### config.mk
export PLATFORM = sky130hd
export DESIGN_NAME = neo_shift_seq
export DESIGN_NICKNAME = d
export VERILOG_FILES = /design/src/rtl/neo_shift_seq.sv
export SDC_FILE = /design/constraint.sdc
export NUM_CORES = 1
export LEC_CHECK = 0
export CORE_ASPECT_RATIO = 2
export CORE_MARGIN = 5
export CORE_UTILIZATION = 50
export CTS_BUF_LIST = sky130_fd_sc_hd__clkbuf_4 sky130_fd_sc_hd__clkbuf_8
export DETAILED_ROUTE_END_ITERATION = 6
export MAX_ROUTING_LAYER = met4
export PLACE_DENSITY = 0.8
export SETUP_SLACK_MARGIN = 0.2
export SLEW_MARGIN = 20
export SYNTH_ARGS = -nofsm -noshare
export SYNTH_HDL_FRONTEND = slang
export SYNTH_SLANG_ARGS = --single-unit
export TNS_END_PERCENT = 100
### constraint.sdc
create_clock -name clk8 -period 3.9 [get_ports clk8]
set_input_delay 0.975 -clock clk8 [delete_from_list [all_inputs] [get_ports clk8]]
set_output_delay 0.975 -clock clk8 [all_outputs]
set_load 0.01 [all_outputs]
### src/rtl/neo_shift_seq.sv
// neo_shift_seq: lite-address shifter with a self-advancing shift offset.
//
// The block sits between the frame-data decoder and the neo_color addressing
// path. On every frame_start it remaps the lite address in frame_data to
// (addr + offset) mod lite-count. The offset can hold, rotate up, rotate down
// or ping-pong, stepping once every sft_rate+1 step ticks, so patterns animate
// without the host rewriting the shift value.
//
// Parameters:
//   DW   - width of frame_data
//   AW   - lite-address width (lite count up to 2^AW)
//   ALSB - LSB of the address field inside frame_data
//   OW   - width of neo_addr (address is zero-extended, AW <= OW)
//   RW   - width of the step-rate divider
//
// Ports:
//   clk8          - system clock, all flops on its rising edge
//   reset8        - asynchronous active-high reset
//   frame_start_i - one-cycle strobe, frame_data_i valid
//   frame_data_i  - frame word carrying the lite address
//   step_tick_i   - one-cycle strobe, advances the step divider
//   sft_load_i    - one-cycle strobe, loads sft_init_i into the offset
//   sft_init_i    - initial offset
//   sft_max_i     - lite count (modulus), 0 disables remapping
//   sft_mode_i    - 0 static, 1 rotate up, 2 rotate down, 3 ping-pong
//   sft_rate_i    - offset steps once per sft_rate_i+1 step ticks
//   neo_addr_o    - remapped lite address, holds between strobes
//   addr_vld_o    - one-cycle strobe, neo_addr_o updated
//   sft_pos_o     - current offset
//   sft_dir_o     - ping-pong direction (0 up, 1 down)
//   sft_wrap_o    - one-cycle pulse when the offset wraps or reverses

module neo_shift_seq #(
  parameter int unsigned DW   = 26,
  parameter int unsigned AW   = 6,
  parameter int unsigned ALSB = 20,
  parameter int unsigned OW   = 8,
  parameter int unsigned RW   = 8
) (
  input  logic          clk8,
  input  logic          reset8,
  input  logic          frame_start_i,
  input  logic [DW-1:0] frame_data_i,
  input  logic          step_tick_i,
  input  logic          sft_load_i,
  input  logic [AW-1:0] sft_init_i,
  input  logic [AW:0]   sft_max_i,
  input  logic [1:0]    sft_mode_i,
  input  logic [RW-1:0] sft_rate_i,
  output logic [OW-1:0] neo_addr_o,
  output logic          addr_vld_o,
  output logic [AW-1:0] sft_pos_o,
  output logic          sft_dir_o,
  output logic          sft_wrap_o
);

  // Ping-pong direction states, stored directly as sft_dir.
  localparam logic [0:0] StUp   = 1'b0;
  localparam logic [0:0] StDown = 1'b1;

  localparam logic [1:0] ModeStatic = 2'd0;
  localparam logic [1:0] ModeUp     = 2'd1;
  localparam logic [1:0] ModeDown   = 2'd2;
  localparam logic [1:0] ModePing   = 2'd3;

  // ---------------------------------------------------------------------------
  // State
  // ---------------------------------------------------------------------------
  logic [OW-1:0] neo_addr_q, neo_addr_d;
  logic          addr_vld_q;
  logic [AW-1:0] pos_q, pos_d;
  logic [0:0]    dir_q, dir_d;
  logic          wrap_q, wrap_d;
  logic [RW-1:0] div_q, div_d;

  // ---------------------------------------------------------------------------
  // Shared modulus helpers
  // ---------------------------------------------------------------------------
  logic [AW:0]   max_m1;
  logic [AW:0]   max_m2;
  logic [AW-1:0] last_pos;
  logic [AW-1:0] prev_last_pos;
  logic [AW:0]   pos_ext;
  logic          max_small;
  logic          pos_over;

  // sft_max_i <= 2^AW, so m-1 and m-2 always fit in AW bits when used.
  assign max_m1        = sft_max_i - (AW+1)'(1);
  assign max_m2        = sft_max_i - (AW+1)'(2);
  assign last_pos      = max_m1[AW-1:0];
  assign prev_last_pos = max_m2[AW-1:0];
  assign pos_ext       = {1'b0, pos_q};
  assign max_small     = (sft_max_i <= (AW+1)'(1));
  assign pos_over      = (pos_ext >= sft_max_i);

  // ---------------------------------------------------------------------------
  // Address path
  // ---------------------------------------------------------------------------
  logic [AW-1:0] addr_field;
  logic [AW:0]   addr_ext;
  logic [AW:0]   addr_sum;
  logic [AW:0]   addr_remap;
  logic          addr_pass;

  assign addr_field = frame_data_i[ALSB +: AW];
  assign addr_ext   = {1'b0, addr_field};
  // Uses the registered offset, so a same-cycle step or load applies to the
  // following frame only.
  assign addr_sum   = addr_ext + pos_ext;
  assign addr_pass  = (sft_max_i == '0) || (addr_ext >= sft_max_i);

  always_comb begin
    addr_remap = addr_sum;
    if (addr_pass) begin
      addr_remap = addr_ext;
    end else if (addr_sum >= sft_max_i) begin
      addr_remap = addr_sum - sft_max_i;
    end
  end

  always_comb begin
    neo_addr_d = neo_addr_q;
    if (frame_start_i) begin
      neo_addr_d = OW'(addr_remap[AW-1:0]);
    end
  end

  // Only the address field is consumed from the frame word.
  logic unused_frame_bits;
  assign unused_frame_bits = ^frame_data_i;

  // ---------------------------------------------------------------------------
  // Step divider
  // ---------------------------------------------------------------------------
  logic step_now;

  assign step_now = step_tick_i && (div_q == sft_rate_i);

  always_comb begin
    div_d = div_q;
    if (sft_load_i) begin
      div_d = '0;
    end else if (step_tick_i) begin
      div_d = step_now ? '0 : div_q + RW'(1);
    end
  end

  // ---------------------------------------------------------------------------
  // Offset sequencer
  // ---------------------------------------------------------------------------
  logic [AW-1:0] load_val;

  always_comb begin
    if (sft_max_i == '0) begin
      load_val = '0;
    end else if ({1'b0, sft_init_i} >= sft_max_i) begin
      load_val = last_pos;
    end else begin
      load_val = sft_init_i;
    end
  end

  always_comb begin
    pos_d  = pos_q;
    dir_d  = dir_q;
    wrap_d = 1'b0;
    if (sft_load_i) begin
      pos_d = load_val;
      dir_d = StUp;
    end else if (max_small) begin
      // A one-lite (or empty) ring has a single legal offset.
      pos_d = '0;
    end else if (pos_over) begin
      // sft_max was lowered under the offset: pull it back into range first.
      pos_d = last_pos;
    end else if (step_now) begin
      unique case (sft_mode_i)
        ModeStatic: pos_d = pos_q;
        ModeUp: begin
          if (pos_q == last_pos) begin
            pos_d  = '0;
            wrap_d = 1'b1;
          end else begin
            pos_d = pos_q + AW'(1);
          end
        end
        ModeDown: begin
          if (pos_q == '0) begin
            pos_d  = last_pos;
            wrap_d = 1'b1;
          end else begin
            pos_d = pos_q - AW'(1);
          end
        end
        ModePing: begin
          if (dir_q == StUp) begin
            if (pos_q == last_pos) begin
              dir_d  = StDown;
              pos_d  = prev_last_pos;
              wrap_d = 1'b1;
            end else begin
              pos_d = pos_q + AW'(1);
            end
          end else begin
            if (pos_q == '0) begin
              dir_d  = StUp;
              pos_d  = AW'(1);
              wrap_d = 1'b1;
            end else begin
              pos_d = pos_q - AW'(1);
            end
          end
        end
        default: pos_d = pos_q;
      endcase
    end
  end

  // ---------------------------------------------------------------------------
  // Registers
  // ---------------------------------------------------------------------------
  always_ff @(posedge clk8 or posedge reset8) begin
    if (reset8) begin
      neo_addr_q <= '0;
      addr_vld_q <= 1'b0;
      pos_q      <= '0;
      dir_q      <= StUp;
      wrap_q     <= 1'b0;
      div_q      <= '0;
    end else begin
      neo_addr_q <= neo_addr_d;
      addr_vld_q <= frame_start_i;
      pos_q      <= pos_d;
      dir_q      <= dir_d;
      wrap_q     <= wrap_d;
      div_q      <= div_d;
    end
  end

  assign neo_addr_o = neo_addr_q;
  assign addr_vld_o = addr_vld_q;
  assign sft_pos_o  = pos_q;
  assign sft_dir_o  = dir_q;
  assign sft_wrap_o = wrap_q;

endmodule

# Word-level counts from Yosys, hierarchy flattened

Cells that the tools add are included.

Bits in registers: 23
Bits of input ports: 54

$add $sub $neg: 7
$lt $le $gt $ge: 5
Eq/ne operators: 8
Muxes and demuxes: 32
Reduce and logical (&&, ||, !) cells: 11

Operators by type and width:

| cell                                                                   | number |
|---|---|
| 6-bit 2-to-1 mux                                                       | 13 |
| 8-bit 2-to-1 mux                                                       | 3 |
| 6-bit by 7-bit >= comparator with 1-bit output                         | 3 |
| 6-bit case mux with 3 select lines                                     | 1 |
| 1-bit 2-to-1 mux                                                       | 14 |
| 6-bit by 1-bit subtractor with 6-bit output (second input constant)    | 2 |
| 8-bit by 1-bit adder with 8-bit output (second input constant)         | 1 |
| 8-bit equality test                                                    | 1 |
| 6-bit by 6-bit adder with 7-bit output                                 | 1 |
| 7-bit >= comparator                                                    | 1 |
| 7-bit by 1-bit <= comparator with 1-bit output (second input constant) | 1 |
| 7-bit logical NOT                                                      | 1 |
| 6-bit by 1-bit adder with 6-bit output (second input constant)         | 1 |
| 6-bit equality test                                                    | 1 |
| 6-bit logical NOT                                                      | 1 |
| 2-bit nonzero test                                                     | 3 |
| 6-bit by 2-bit subtractor with 6-bit output (second input constant)    | 1 |
| 6-bit subtractor                                                       | 1 |
| 2-bit equality test (second input constant)                            | 2 |
| 2-bit != test (second input constant)                                  | 2 |
| 4-bit != test (second input constant)                                  | 1 |
| 4-bit AND reduction                                                    | 1 |
| 4-bit nonzero test                                                     | 1 |
| 1-bit case mux with 3 select lines                                     | 1 |
| other kinds (5)                                                        | 5 |

# Logic depth before layout (Yosys ltp)

Depth after elaboration: 9
Gate-level depth with buffers: 12
Depth with buffers taken out: 12

# Least setup slack after synthesis

No wires, ideal clock.

Path kind: input to register
Start: input port frame_data_i[20]
End: register neo_addr_q[4] (netlist: neo_addr_o[4])
Arrival: 3.516 ns
Required time: 3.796 ns
Slack: 0.280 ns
Stages: 12
Path through: ha_1 -> fa_1 -> a21o_1 -> a21oi_1 -> xnor2_1 -> ha_1 -> nand2_1 -> o21bai_1 -> or2_2 -> o22ai_1 -> mux2i_1 -> a221oi_1

Word-level cells in the longest chain between the ends: 4

RTL lines:

| item                                                           | RTL line | text |
|---|---|---|
| start: declaration                                             | 43       | `input logic [DW-1:0] frame_data_i,` |
| 6-bit by 6-bit adder with 7-bit output                         | 109      | `assign addr_sum = addr_ext + pos_ext;` |
| 6-bit subtractor / 7-bit >= comparator (equally long branches) | 117, 116 |  |
| 6-bit 2-to-1 mux                                               | 116      | `end else if (addr_sum >= sft_max_i) begin` |
| 6-bit 2-to-1 mux (*)                                           | 114      | `if (addr_pass) begin` |
| end signal: assignment                                         | 231      | `neo_addr_q <= neo_addr_d;` |
| end: declaration                                               | 69       | `logic [OW-1:0] neo_addr_q, neo_addr_d;` |

Mark *: on every way between the ends. The rest lies on a longest branch, timed or not.
A chain may end at the register's enable or synchronous reset.

# Worst setup path after layout

Start: input port frame_data_i[20]
End: register neo_addr_q[2] (netlist: neo_addr_o[2])

Same word-level chain as after synthesis.

==> results_dict.tcl <==
set metrics [dict create \
    min_period_ps 3599 \
    path_clk_slew_ps 90 \
    area_growth_pct 31.43 \
    drt-initial-drc-count 223 \
    status "finished clean" \
    setup_ws_ps 301.1 \
    grt_max_degree 24 \
    slowest_stage "a2111oi_1" \
    max-vdd-ir-drop_v 0.0001795 \
    cellInternalPower_mw 1.056 \
    post-route-period-util_pct 92.28 \
    async_flop_share_pct 100.0 \
    clkLatencyLatePin_ps 270 \
    routed_via_density 6.000 \
    grt_setup_unrepaired "no" \
    final_area_mm2 0.004096 \
    cp.arrival_ps 3760 \
    synth_seq_cells 23 \
    antennaDiodeCount 0 \
    cp_cell_sequence "dlygate4sd2_1 -> ha_2 -> fa_2 -> a21o_1 -> a21oi_2 -> buf_4 -> nor2b_1 -> o21ai_1 -> nand2b_1 -> ha_1 -> inv_1 -> a2111oi_1 -> nor4_1 -> a221o_1" \
    postRouteWirelength_um 10180 \
    cap_violations 0 \
    seq_area_frac_synth_pct 18.47 \
    drive_above_1_share_pct 15.80 \
    route.vias.total 3276 \
    synth_top_cells_by_count "ha_1 (39), nor2_1 (34), xnor2_1 (27)" \
    path_class "in -> reg" \
    grt_pass1_vias 3385 \
    final_nets 558 \
    netlist.area_leader.share_pct 18.47 \
    synth_edf_count 0 \
    place_area_mm2 0.003919 \
    ys_types 68 \
    start_kind "input pin" \
    hp-class "reg -> reg" \
    start_util_pct 51.47 \
    clock_path_buffers 2 \
    stdcell_count 546 \
    ant_nets 0 \
    core_mm2 0.006056 \
    routedWlPerCell_um 18.64 \
    multi_input_area_mm2 0.002439 \
    timing.fmax_mhz 277.9 \
    place_ws_ps -363.8 \
    pin_count 71 \
    final_max_slew_viol_count 0 \
    max_stage_delay_ps 380 \
    p_sw_mw 0.8047 \
    antenna_found_initial 0 \
    num_rows 40 \
    drc_errors 0 \
    yosysTopAreaCell "dfrtp_1" \
    p_sw_share_pct 43.25 \
    tightest_slew_ps 892.5 \
    synth_top_flop_cell "dfrtp_1" \
    dr.pass1.iters 5 \
    cp.buffers_inverters 3 \
    numPortBuffers 48 \
    cts_max_level 1 \
    netlist_instances 382 \
    path_max_fanout 5 \
    p_comb_share_pct 73.8 \
    synthMostInstantiatedCell "ha_1" \
    numPlacedInstances 539 \
    seqCellArea_um2 575.6 \
    pwr-share-seq_pct 17.8 \
    power_frac_clock_pct 8.4 \
    hold_viol 0 \
    final-setup-viol-count 0 \
    die_h_um 121.7 \
    cts_tree "done" \
    gr-usage-all-layers_pct 27.46 \
    skew_ps 4.360 \
    cts_made_buffers 3 \
    clock_sinks 23 \
    overflow 0 \
    power_density_mw_per_mm2 454.2 \
    grt_pass1_wl_um 16640 \
    cpLargestDelayFamily "compound AO/OA/AOI/OAI gates" \
    cellLeakagePower_nw 1.816 \
    die_x_um 65.83 \
    holdWs_ps 533.4 \
    synth_area_leaders "dfrtp_1 (18%), ha_1 (16%), xnor2_1 (7.6%), nor2_1 (4.1%), o21ai_0 (3.7%)" \
    syn_area_per_cell_um2 8.159 \
    end_kind "register" \
    fillCellCount 506 \
    slew-limit-headroom_pct 40.43 \
    ctsRootBufferMaster "clkbuf_8" \
    crit_required_ps 4060 \
    dieArea_mm2 0.008008 \
    gp_congestion 1.001 \
    yosys_warnings 0 \
    syn_area_mm2 0.003117 \
    post-dp-hpwl_um 8212 \
]
==> logic make-up (layout without fill, tap and decap cells) <==
group / after synthesis / after routing / share of synthesized area [%]
adders and majority gates: 41 / 41 / 16.94
DFF: 23 / 23 / 18.47
muxes: 8 / 8 / 2.569
xor gates and xnor gates: 40 / 40 / 12.16
buffers and inverters: 43 / 122 / 6.865
AOI/OAI and AO/OA: 106 / 106 / 23.41
and+or+nand+nor: 120 / 120 / 19.47
other: 1 / 2 / 0.1203
==> power groups by stage <==
stage	clock network, mW	logic, mW	registers (mW)
global route	0.164	1.48	0.338
global placement	0	1.14	0.330
floorplan	0	0.667	0.354
detailed placement	0	1.18	0.333
finish	0.156	1.37	0.331
CTS	0.156	1.33	0.328
==> sequential cells by signal, indices dropped and copies added (netlist names) <==
name	cells
sft_pos_o	6
div_q	8
addr_vld_o	1
neo_addr_o	6
sft_dir_o	1
sft_wrap_o	1
==> worst register-to-register path: stages (launching register included) <==
cell and delay [ps]:
dfrtp_1 470, ha_2 230, fa_2 340, a21o_1 180
a21oi_2 210, buf_4 140, nor2b_1 30, o21ai_1 130
nand2b_1 70, ha_1 370, inv_1 60, a2111oi_1 380
nor4_1 110, a221o_1 280
==> layout make-up <==
type                       instances  share of cell area [%]
inverter                          25                   2.413
multi-input combinational        317                   59.53
timing repair buffer              93                   20.31
clock buffer                       3                   1.008
tap                               84                   2.566
sequential                        23                   14.05
clock inverter                     1                  0.1222
==> timing repair <==
item,in CTS,in global routing
resized for setup,17,9
endpoints found under the setup margin,6,6
pin swaps,4,7
hold buffers,0,0
cloned,0,0
buffers inserted,2,1
==> worst paths after layout <==
check                                  from  slack [ps]             to  depth (start not counted)
setup / recovery           frame_data_i[20]         300  neo_addr_o[2]                         14
hold / removal                neo_addr_o[5]         530  neo_addr_o[5]                          2
setup reg to reg               sft_pos_o[0]         780  neo_addr_o[2]                         13
hold reg to reg               neo_addr_o[5]         530  neo_addr_o[5]                          2
max in group asynchronous            reset8        2160     sft_wrap_o                          2
min in group asynchronous            reset8        1190  neo_addr_o[3]                          2
==> metal layers <==
layer / share of wire [%] / track usage (%) / vias to the layer above
met4: 6.8 / 17.66 / 0
met5: 0 / - / -
met1: 34 / 27.39 / 1560
met3: 4.2 / 1.937 / 45
li1: - / - / 1547
met2: 55 / 49.65 / 124
==> layout by cell type (no fill, tap or decap), types with 5 or more instances in the layout <==
cell type	netlist	layout
nand4_1	5	5
nor3_1	12	11
nand3_1	15	15
o21ai_1	4	7
a21oi_1	22	19
inv_1	24	24
dfrtp_1	23	23
xnor2_1	27	26
buf_4	3	43
ha_1	39	37
o21ai_0	23	20
xor2_1	11	11
a21o_1	6	6
nor2_1	34	34
nand2_1	23	23
clkdlybuf4s50_1	0	46
nand2b_1	6	6
==> metrics by stage <==
step	power (mW)	setup TNS (ps)	util, %
floorplan	1.021	0	-
global placement	1.473	-1438	64.71
detailed placement	1.515	-1946	64.71
CTS	1.818	0	66.98
global route	1.982	0	67.64
finish	1.861	0	67.64
Power figures use the tool's default switching activity.
